`src/rtl/tx_block_gen.sv`:
```
// ---------------------------------------------------------------------------
// tx_block_gen_pkg / tx_block_gen
//
// TX block generator for a simplex Aurora 64B/66B lane. It sits directly
// downstream of channel init and feeds the TX gearbox.
//  - During init it turns the requested ordered set (SP / I / VER) into
//    66-bit control blocks. While in I, a channel-bonding flag is set on
//    every CB_PERIOD-th consecutive I block.
//  - After init_finished it passes user words through as data blocks.
//  - In every state it periodically inserts a burst of CC_LEN
//    clock-compensation blocks, once every CC_PERIOD ordinary blocks.
//
// Ports
//  clk            in   clock
//  rst            in   asynchronous, active-high reset
//  ordered_sets   in   one-hot {sp, i, ver} request; priority VER > I > SP
//  init_finished  in   channel up, user data enabled
//  gb_ready       in   gearbox takes a block this cycle (low = pause)
//  tx_data        in   64-bit user word
//  tx_valid       in   tx_data valid
//  tx_ready       out  user word accepted when tx_valid & tx_ready
//  block_header   out  sync header, 2'b01 data / 2'b10 control
//  block_data     out  64-bit block payload
//  block_valid    out  block_header / block_data valid this cycle
// ---------------------------------------------------------------------------
package tx_block_gen_pkg;

  typedef struct packed {
    logic sp;
    logic i;
    logic ver;
  } ordered_sets_t;

  localparam logic [1:0] HDR_DATA  = 2'b01;
  localparam logic [1:0] HDR_CTRL  = 2'b10;
  localparam logic [7:0] IDLE_TYPE = 8'h78;

  // Control payload: idle type, then the CC/CB/NR/VER flags, rest zero.
  function automatic logic [63:0] ctrl_payload(input logic cc, input logic cb,
                                               input logic nr, input logic ver);
    return {IDLE_TYPE, cc, cb, nr, ver, 52'h0};
  endfunction

endpackage

module tx_block_gen
  import tx_block_gen_pkg::*;
#(
  parameter int CC_PERIOD = 5000,
  parameter int CC_LEN    = 3,
  parameter int CB_PERIOD = 16
) (
  input  logic          clk,
  input  logic          rst,
  input  ordered_sets_t ordered_sets,
  input  logic          init_finished,
  input  logic          gb_ready,
  input  logic [63:0]   tx_data,
  input  logic          tx_valid,
  output logic          tx_ready,
  output logic [1:0]    block_header,
  output logic [63:0]   block_data,
  output logic          block_valid
);

  localparam int CC_W  = $clog2(CC_PERIOD + 1);
  localparam int LEN_W = $clog2(CC_LEN + 1);
  localparam int CB_W  = $clog2(CB_PERIOD + 1);

  localparam logic [CC_W-1:0]  CC_LAST  = CC_W'(CC_PERIOD - 1);
  localparam logic [LEN_W-1:0] LEN_LAST = LEN_W'(CC_LEN - 1);
  localparam logic [CB_W-1:0]  CB_LAST  = CB_W'(CB_PERIOD - 1);

  logic [1:0]       block_header_q, block_header_d;
  logic [63:0]      block_data_q,   block_data_d;
  logic             block_valid_q,  block_valid_d;
  logic [CC_W-1:0]  cc_cnt_q,       cc_cnt_d;
  logic [LEN_W-1:0] len_cnt_q,      len_cnt_d;
  logic [CB_W-1:0]  cb_cnt_q,       cb_cnt_d;
  logic             cc_active_q,    cc_active_d;

  // Per-step block selection.
  logic is_data;
  logic f_cc, f_cb, f_nr, f_ver;

  // Words are only taken on steps that will emit them, so a CC burst or a
  // gearbox pause can never drop user data.
  assign tx_ready = gb_ready & init_finished & ~cc_active_q;

  // NOTE: every signal written here gets a default first, so no path can
  // leave one unassigned and infer a latch.
  always_comb begin
    block_header_d = block_header_q;
    block_data_d   = block_data_q;
    block_valid_d  = 1'b0;
    cc_cnt_d       = cc_cnt_q;
    len_cnt_d      = len_cnt_q;
    cb_cnt_d       = cb_cnt_q;
    cc_active_d    = cc_active_q;
    is_data        = 1'b0;
    f_cc           = 1'b0;
    f_cb           = 1'b0;
    f_nr           = 1'b0;
    f_ver          = 1'b0;

    if (gb_ready) begin
      block_valid_d = 1'b1;
      // Any step that is not an I block breaks the bonding run.
      cb_cnt_d      = '0;

      if (cc_active_q) begin
        // A started burst always runs to completion, even if init drops.
        f_cc = 1'b1;
        f_nr = ~init_finished;
        if (len_cnt_q == LEN_LAST) begin
          cc_active_d = 1'b0;
          len_cnt_d   = '0;
        end else begin
          len_cnt_d = len_cnt_q + 1'b1;
        end
      end else begin
        // The step that hits the period boundary is still an ordinary
        // block; the burst begins on the following step.
        if (cc_cnt_q == CC_LAST) begin
          cc_cnt_d    = '0;
          cc_active_d = 1'b1;
          len_cnt_d   = '0;
        end else begin
          cc_cnt_d = cc_cnt_q + 1'b1;
        end

        if (!init_finished) begin
          if (ordered_sets.ver) begin
            f_ver = 1'b1;
          end else if (ordered_sets.i) begin
            f_cb     = (cb_cnt_q == CB_LAST);
            cb_cnt_d = f_cb ? '0 : cb_cnt_q + 1'b1;
          end else begin
            // SP and "nothing requested" both send not-ready idles.
            f_nr = 1'b1;
          end
        end else if (tx_valid) begin
          is_data = 1'b1;
        end
      end

      if (is_data) begin
        block_header_d = HDR_DATA;
        block_data_d   = tx_data;
      end else begin
        block_header_d = HDR_CTRL;
        block_data_d   = ctrl_payload(f_cc, f_cb, f_nr, f_ver);
      end
    end
  end

  // NOTE: sequential state uses non-blocking assignments only, so every
  // flop samples the pre-edge value of every other flop.
  always_ff @(posedge clk or posedge rst) begin
    if (rst) begin
      block_header_q <= HDR_CTRL;
      block_data_q   <= ctrl_payload(1'b0, 1'b0, 1'b1, 1'b0);
      block_valid_q  <= 1'b0;
      cc_cnt_q       <= '0;
      len_cnt_q      <= '0;
      cb_cnt_q       <= '0;
      cc_active_q    <= 1'b0;
    end else begin
      block_header_q <= block_header_d;
      block_data_q   <= block_data_d;
      block_valid_q  <= block_valid_d;
      cc_cnt_q       <= cc_cnt_d;
      len_cnt_q      <= len_cnt_d;
      cb_cnt_q       <= cb_cnt_d;
      cc_active_q    <= cc_active_d;
    end
  end

  assign block_header = block_header_q;
  assign block_data   = block_data_q;
  assign block_valid  = block_valid_q;

endmodule

```
`config.mk`:
```
export PLATFORM = sky130hd
export DESIGN_NAME = tx_block_gen
export DESIGN_NICKNAME = d
export VERILOG_FILES = /design/src/rtl/tx_block_gen.sv
export SDC_FILE = /design/constraint.sdc
export NUM_CORES = 1
export LEC_CHECK = 0
export CORE_ASPECT_RATIO = 0.9
export CORE_MARGIN = 2
export CORE_UTILIZATION = 40
export DETAILED_ROUTE_END_ITERATION = 8
export PLACE_DENSITY = 0.74
export SLEW_MARGIN = 5
export SYNTH_ARGS = -nofsm -noshare
export SYNTH_HDL_FRONTEND = slang
export SYNTH_SLANG_ARGS = --single-unit
```
`constraint.sdc`:
```
create_clock -name clk -period 7.5 [get_ports clk]
set_input_delay 2.25 -clock clk [delete_from_list [all_inputs] [get_ports clk]]
set_output_delay 2.25 -clock clk [all_outputs]
set_load 0.05 [all_outputs]
```
# Word-level counts from Yosys, hierarchy flattened
# Cells that the tools add are included.
# op_classes
add_sub_neg	3
eq_ne	3
n_mux	31
n_bitwise	4
n_reduce_logical	3
# op_table
op	count
2-to-1 mux 64 bit	1
2-to-1 mux 5 bit	5
2-to-1 mux 1 bit	20
adder 13 x 1 -> 13 bit (second input constant)	1
equality test 13 bit (second input constant)	1
2-to-1 mux 13 bit	1
2-to-1 mux 2 bit	4
adder 5 x 1 -> 5 bit (second input constant)	1
equality test 5 x 4 -> 1 bit (second input constant)	1
AND reduction 2 bit	2
adder 2 x 1 -> 2 bit (second input constant)	1
bitwise AND 1 bit	2
equality test 2 bit (second input constant)	1
NOT 1 bit	2
nonzero test 2 bit	1
# word_totals
regBits	88
in_bits	72
out_inout_bits	68
word_cells	51

# Depth between registers and ports, before layout
# Gate-level depths: netlist of run 1.
# depth
ltp_word	6
depth_mapped	6
depth_no_buf	5

# Worst setup path before layout of run 1
# OpenSTA, ideal clock, no wires.
# synth_path
path_type	input -> output
from	in init_finished
to	out tx_ready
arrival_time_ns	3.004
setup_slack_ns	2.246
stages	2
path_cell_list	clkbuf_1 and2_1
# synth_via
elab_chain_len	2
# synth_rtl
element	line	text
start, declared	56	input logic init_finished,
bitwise AND 1 bit (2 in series)	88	assign tx_ready = gb_ready & init_finished & ~cc_active_q;
end, declared	60	output logic tx_ready,
# No other way between the ends.

# Worst setup path after layout of run 1
# layout_path
from	in gb_ready
to	out tx_ready
# layout_via
elab_chain_len	2
# layout_rtl
element	line	text
start, declared	57	input logic gb_ready,
bitwise AND 1 bit (2 in series)	88	
# No other way between the ends.

==> metrics.txt, run 1 <==
max-slew violations 0; Critical Path Fanout Max 7; Fillers 724; XOR/XNOR Fraction of Synth Area 2.254%; Worst-Margin Slew 1113 ps; post-CTS sizing 0; Startpoint Class primary input; final net count 484; core outline area 0.008528 sq mm; Yosys warnings 0; P&R area growth vs syn 46.80%; CTS tree yes; Synth top area share 58.68%; worst reg2reg path depth 3; layout cell share with drive strength beyond 1 7.748%; antenna diode instance count 0; GPL Wtd Cong 0.7409; WS Path Type primary input to output pin; post-layout utilization of the core 60.20%; Avg Inst Size Synth 12.62 sq um; Pre-antenna DRT Iters 4; largest family of logic cells by synthesized area compound AO/OA/AOI/OAI gates; gr usage total 18.08%; Post-Synth Simple-Gate Area 10.98%; DR top layer met4; max_cap viols 0; CTS Sinks 88; input/output buffers 138; CP endpoint kind output pin; top-count cell post-synth dfrtp_1; Compound-Gate Fraction of Synth Area 19.32%; Hold Buf Count CTS 0; placed cell count 518; most common library cells after synthesis 82 x dfrtp_1, 56 x a22o_1, 15 x nand2_1, 15 x nor2_1, 8 x o21ai_0; hold depth 2; Yosys reg bits 88; drt wl/cell 15.64 um; clock-pin slew on the worst setup and hold paths 80 ps; H-tree Lvls 3; RSZ-0062 raised after global routing no; final wirelength 8.318 mm; initial antenna violation count 0; ANT nets after route 0; post-synth cell types 45; Clock Tree Buf Depth 2; DRC viols 0; PD cells 210.3 mW/mm^2; Std-Cell Rows 32; Post-Synth Adder-Cell Area 0.7156%; die area 0.009508 sq mm; DRT iter0 DRCs 128; chip height 92.71 um; met2 wire length 4.046 mm; Arr. time, crit path 3990 ps; sequential fraction of the synthesis area 63.18%; ys flop type dfrtp_1; outcome completed; Initial Utilization 41.01%; CTS buffer count 9; Max Clk Rate 160.2 MHz; grt ovf 0; top cells by area, synth dfrtp_1 59%, a22o_1 14%, dfstp_2 4.5%; vias per cell 5.148; area leader, netlist dfrtp_1; die width 102.6 um; Slew headroom 25.77%; postcts setup bufs 0; met3 routed WL 471 um; Fin. Hold Viols 0; final critical-path share of the clock period 83.23%; wire length on met1 3.615 mm; Final Non-Filler Cells 532; vias in the first global route 2,636; number of enable flip-flop cells after synthesis 0; worst skew pair latency 350 ps; Cells after Synth 277; Clock Skew 9.895 ps; setup violators final 0; worst vdd ir 0.0001090 V; I/O pins 140; vias 2,739; multiplexer share of the synthesized area 0.3220%; min cycle time layout 6242 ps; Setup TNS 0 ps; HP Class flop to flop; post-DP HPWL 5.734 mm; Async S/R FF share, synth 100.0%; Synth Cell Area 0.003497 sq mm; Root Buffer clkbuf_8; CP Data Required Time 5250 ps; largest net degree at the start of global routing 66; first-pass GRT wire length 13.28 mm; Leak 2.245 nW; total nets after synthesis 351
==> sequential cells by signal, summed over array words and instances, names as in the netlist <==
name          count
cc_cnt_q         13
len_cnt_q         2
cb_cnt_q          5
block_data       64
cc_active_q       1
block_valid       1
block_header      2
==> per-layer routing <==
metal  track usage (%)  vias up
met1             24.08     1362
met5                 0        -
met3             4.906       13
li1                  -     1283
met2             28.10       81
met4             7.000        0
==> cell families after synthesis <==
| family | after synthesis |
|---|---|
| simple gates | 68 |
| xor+xnor | 9 |
| buf+inv | 25 |
| mux | 1 |
| compound gates | 84 |
| flops | 88 |
| fa+ha+maj | 2 |
==> worst paths after layout <==
kind,startpoint,end,slack [ps]
min in group asynchronous,rst,block_data[28]$_DFFE_PP0P_,2310
setup / recovery,gb_ready,tx_ready,1260
hold / removal,block_data[53]$_DFFE_PP1P_,block_data[53]$_DFFE_PP1P_,470
hold reg to reg,block_data[53]$_DFFE_PP1P_,block_data[53]$_DFFE_PP1P_,470
setup reg to reg,cc_active_q$_DFFE_PP0P_,block_data[41]$_DFFE_PP0P_,5330
max in group asynchronous,rst,block_data[57]$_DFFE_PP0P_,4140
==> area by class of cell <==
class	instances	area (sq um)	area share, %
inverter	7	27.53	0.5362
clock inverter	4	47.55	0.9262
sequential	88	2210	43.04
clock buffer	10	127.6	2.486
multi-input combinational	164	1176	22.91
tap	119	148.9	2.900
timing repair buffer	140	1396	27.20
==> through the flow <==
stage               power (mW)  setup slack [ps]  hold slack [ps]  cell area (sq um)
floorplan               0.6842              2246            463.9               3497
global placement        0.7801              1279            461.2               4959
detailed placement      0.7854              1270            466.7               4959
CTS                      1.093              1263            479.2               5134
global route             1.131              1191            507.0               5134
finish                   1.079              1258            474.5               5134
==> critical path, cell delays in order <==
cell and delay, ps:
clkdlybuf4s50_1 470, nor2b_2 290, and2_1 180, clkdlybuf4s50_1 800
==> cells in the final DEF (no fill, tap or decap), types with 2 or more instances in the layout <==
master           netlist  final
o21ai_0                8      8
nand2b_1               4      4
o22a_1                 4      4
nand3_1                5      5
xnor2_1                5      5
a21oi_1                4      4
clkinv_2               0      3
nor2_1                15     15
nor4b_1                3      3
a22o_1                56     56
nor3_1                 5      5
a21o_1                 2      2
dfrtp_1               82     82
buf_4                  3      2
nand4_1                4      4
clkdlybuf4s50_1        0    138
dfstp_2                6      6
o2bb2ai_1              2      2
inv_1                  7      5
a31oi_1                3      3
clkbuf_8               0      9
nor2b_1                3      3
nand2_1               15     15
xor2_1                 4      4
ha_1                   2      2
==> where the power goes <==
part / leakage [nW] / switching (mW) / internal [mW] / total [mW]
clock network: 0.0880 / 0.156 / 0.149 / 0.305
registers: 1.14 / 0.0294 / 0.510 / 0.539
logic: 1.01 / 0.135 / 0.0991 / 0.235
No activity file was read; power rests on OpenSTA's default activity.
==> inputs of run 2 (changes only) <==
Clock period 7.5 ns to 6.45 ns, I/O delays scaled along.
==> metrics.txt, run 2 (synthesized netlist as in run 1, its figures left out) <==
DR top layer met4; Initial Utilization 41.01% (unchanged); most used cell, CP buf_4; Clock Skew 15.02 ps (+5.120 ps); input/output buffers 138 (unchanged); Fin. Hold Viols 0 (unchanged); Hold Slack 481.9 ps (+7.420 ps); DP Worst Slack 1171 ps (-98.43 ps); clock-pin slew on the worst setup and hold paths 80 ps (about the same); gr usage total 17.81% (-0.27 points); RSZ-0062 raised after global routing no; DRC viols 0 (unchanged); clock share of power 28.0% (-0.3 points); CTS tree yes; Root Buffer clkbuf_8; outcome completed; Sequential Power Share 50.2% (+0.2 points); setup violators final 0 (unchanged); final critical-path share of the clock period 81.64%; Hold Buf Count CTS 0 (unchanged); R2R setup slack 4280 ps (-1050 ps); Fillers 726 (+0.28%); CTS Sinks 88 (unchanged); ANT nets after route 0 (unchanged); vias in the first global route 2,612 (-0.91%); Setup TNS 0 ps (unchanged); drt wl/cell 15.36 um (-1.8%); wire length on met1 3.629 mm (+0.39%); hold_sp block_header[0]$_DFFE_PP0P_; Worst-Margin Slew 1115 ps (+2.018 ps); initial antenna violation count 0 (unchanged); GPL Wtd Cong 0.7442 (+0.45%); max_cap viols 0 (unchanged); antenna diode instance count 0 (unchanged); max reg flops 64 (unchanged); Area after DPL 0.004956 sq mm (about the same); Std-Cell Rows 32 (unchanged); HP Class flop to flop; final net count 484 (unchanged); Switching Fraction 31.08% (+1.3 points); cell chain of the critical path clkdlybuf4s50_1, buf_4, nor2b_2, and2_1, buf_4; layout cell share with drive strength beyond 1 8.434% (+0.69 points); Final Non-Filler Cells 534 (+0.38%); CP endpoint kind output pin; grt ovf 0 (unchanged); biggest cell delay along the critical path 450 ps (-350 ps); chip height 92.71 um (unchanged); WS Path Type primary input to output pin; post-route cell area 0.005137 sq mm (about the same); Critical Path Fanout Max 22 (+15); post-DP HPWL 5.715 mm (-0.33%); H-tree Lvls 3 (unchanged); Max Clk Rate 189.9 MHz; die area 0.009508 sq mm (unchanged); PD cells 243.1 mW/mm^2 (+16%); final wirelength 8.201 mm (-1.4%); I/O pins 140 (unchanged); Arr. time, crit path 3330 ps (-660 ps); cell internal pwr 860.8 uW (+13%); start of the worst register-to-register path cc_active_q$_DFFE_PP0P_; commonest non-fill, non-tap cell in the layout clkdlybuf4s50_1; vias 2,688 (-1.9%); logic gate share of total power 21.8% (about the same); Pre-antenna DRT Iters 4 (unchanged); min cycle time layout 5266 ps; first-pass GRT wire length 13.02 mm (-1.9%); die width 102.6 um (unchanged); setup ws final 1184 ps (-73.87 ps); worst skew pair latency 350 ps (about the same); postcts setup bufs 0 (unchanged); P&R area growth vs syn 46.91% (about the same); core outline area 0.008528 sq mm (unchanged); post-CTS sizing 0 (unchanged); slowest CP cell clkdlybuf4s50_1; Startpoint Class primary input; Leak 2.241 nW (-0.19%); Sw Pwr 388.1 uW (+21%); placed cell count 518 (unchanged); Slew headroom 25.64% (-0.13 points); hold depth 1 (-1); CTS buffer count 9 (unchanged); met2 wire length 3.986 mm (-1.5%); Reg-to-Reg End block_data[8]$_DFFE_PP0P_; met3 routed WL 412 um (-13%); vias per cell 5.034 (-2.2%); largest net degree at the start of global routing 66 (unchanged); Clock Tree Buf Depth 2 (unchanged); worst vdd ir 0.0001204 V (+10%); Hold Path Sink block_header[0]$_DFFE_PP0P_; DRT iter0 DRCs 69 (-46%); CP Data Required Time 4510 ps (-740 ps); worst reg2reg path depth 3 (unchanged); most frequent cells in the layout 137 x clkdlybuf4s50_1, 82 x dfrtp_1, 56 x a22o_1, 15 x nor2_1, 15 x nand2_1; max-slew violations 0 (unchanged)
## run 2: cell types whose count changed in the layout (fill, tap and decap cells not counted), sizes merged
cell / change
bufinv: -1
clkdlybuf4s50: -1
clkinv: -1
inv: +1
buf: +1
clkinvlp: +2
clkbuf: +1
## run 2: critical path, delay by kind of cell
family / cells / cell delay [ps]
AND/OR/NAND/NOR: 2 / 510
buffers and inverters: 3 / 880
## run 2: cell type report
| cell class | instances | area (sq um) | share of cell area [%] |
|---|---|---|---|
| multi-input cells | 164 | 1176 | 22.89 |
| clock inverters | 5 | 40.04 | 0.7793 |
| well taps | 119 | 148.9 | 2.898 |
| repair buffers | 140 | 1394 | 27.13 |
| clock buffers | 11 | 141.4 | 2.752 |
| inverters | 7 | 27.53 | 0.5358 |
| flip-flops and latches | 88 | 2210 | 43.01 |
## run 2: worst max path at each step
stage	startpoint	endpoint	slack, ps	cells after the start
finish	gb_ready	tx_ready	1180	5
floorplan	init_finished	tx_ready	1830	2
detailed placement	gb_ready	tx_ready	1170	5
global route	gb_ready	tx_ready	1090	5
CTS	gb_ready	tx_ready	1170	5
global placement	gb_ready	tx_ready	1190	5
## run 2: through the flow
stage                     total power [mW]  utilization, %
after floorplan                     0.7956               -
after global placement              0.9072           58.11
after detailed placement            0.9126           58.11
after CTS                            1.267           60.24
after global routing                 1.313           60.24
final                                1.249           60.24
## run 2: power groups by stage
stage | clock network, mW | registers, mW | logic, mW
after detailed placement | 0 | 0.638 | 0.275
after global placement | 0 | 0.636 | 0.271
after CTS | 0.364 | 0.627 | 0.276
after global routing | 0.390 | 0.633 | 0.291
final | 0.350 | 0.627 | 0.272
after floorplan | 0 | 0.721 | 0.0750
## run 2: per-layer routing
metal  vias up  global-route usage, %
li1       1283                      -
met1      1320                  24.24
met2        73                  27.23
met3        12                  4.377
met4         0                  7.333
met5         -                      0
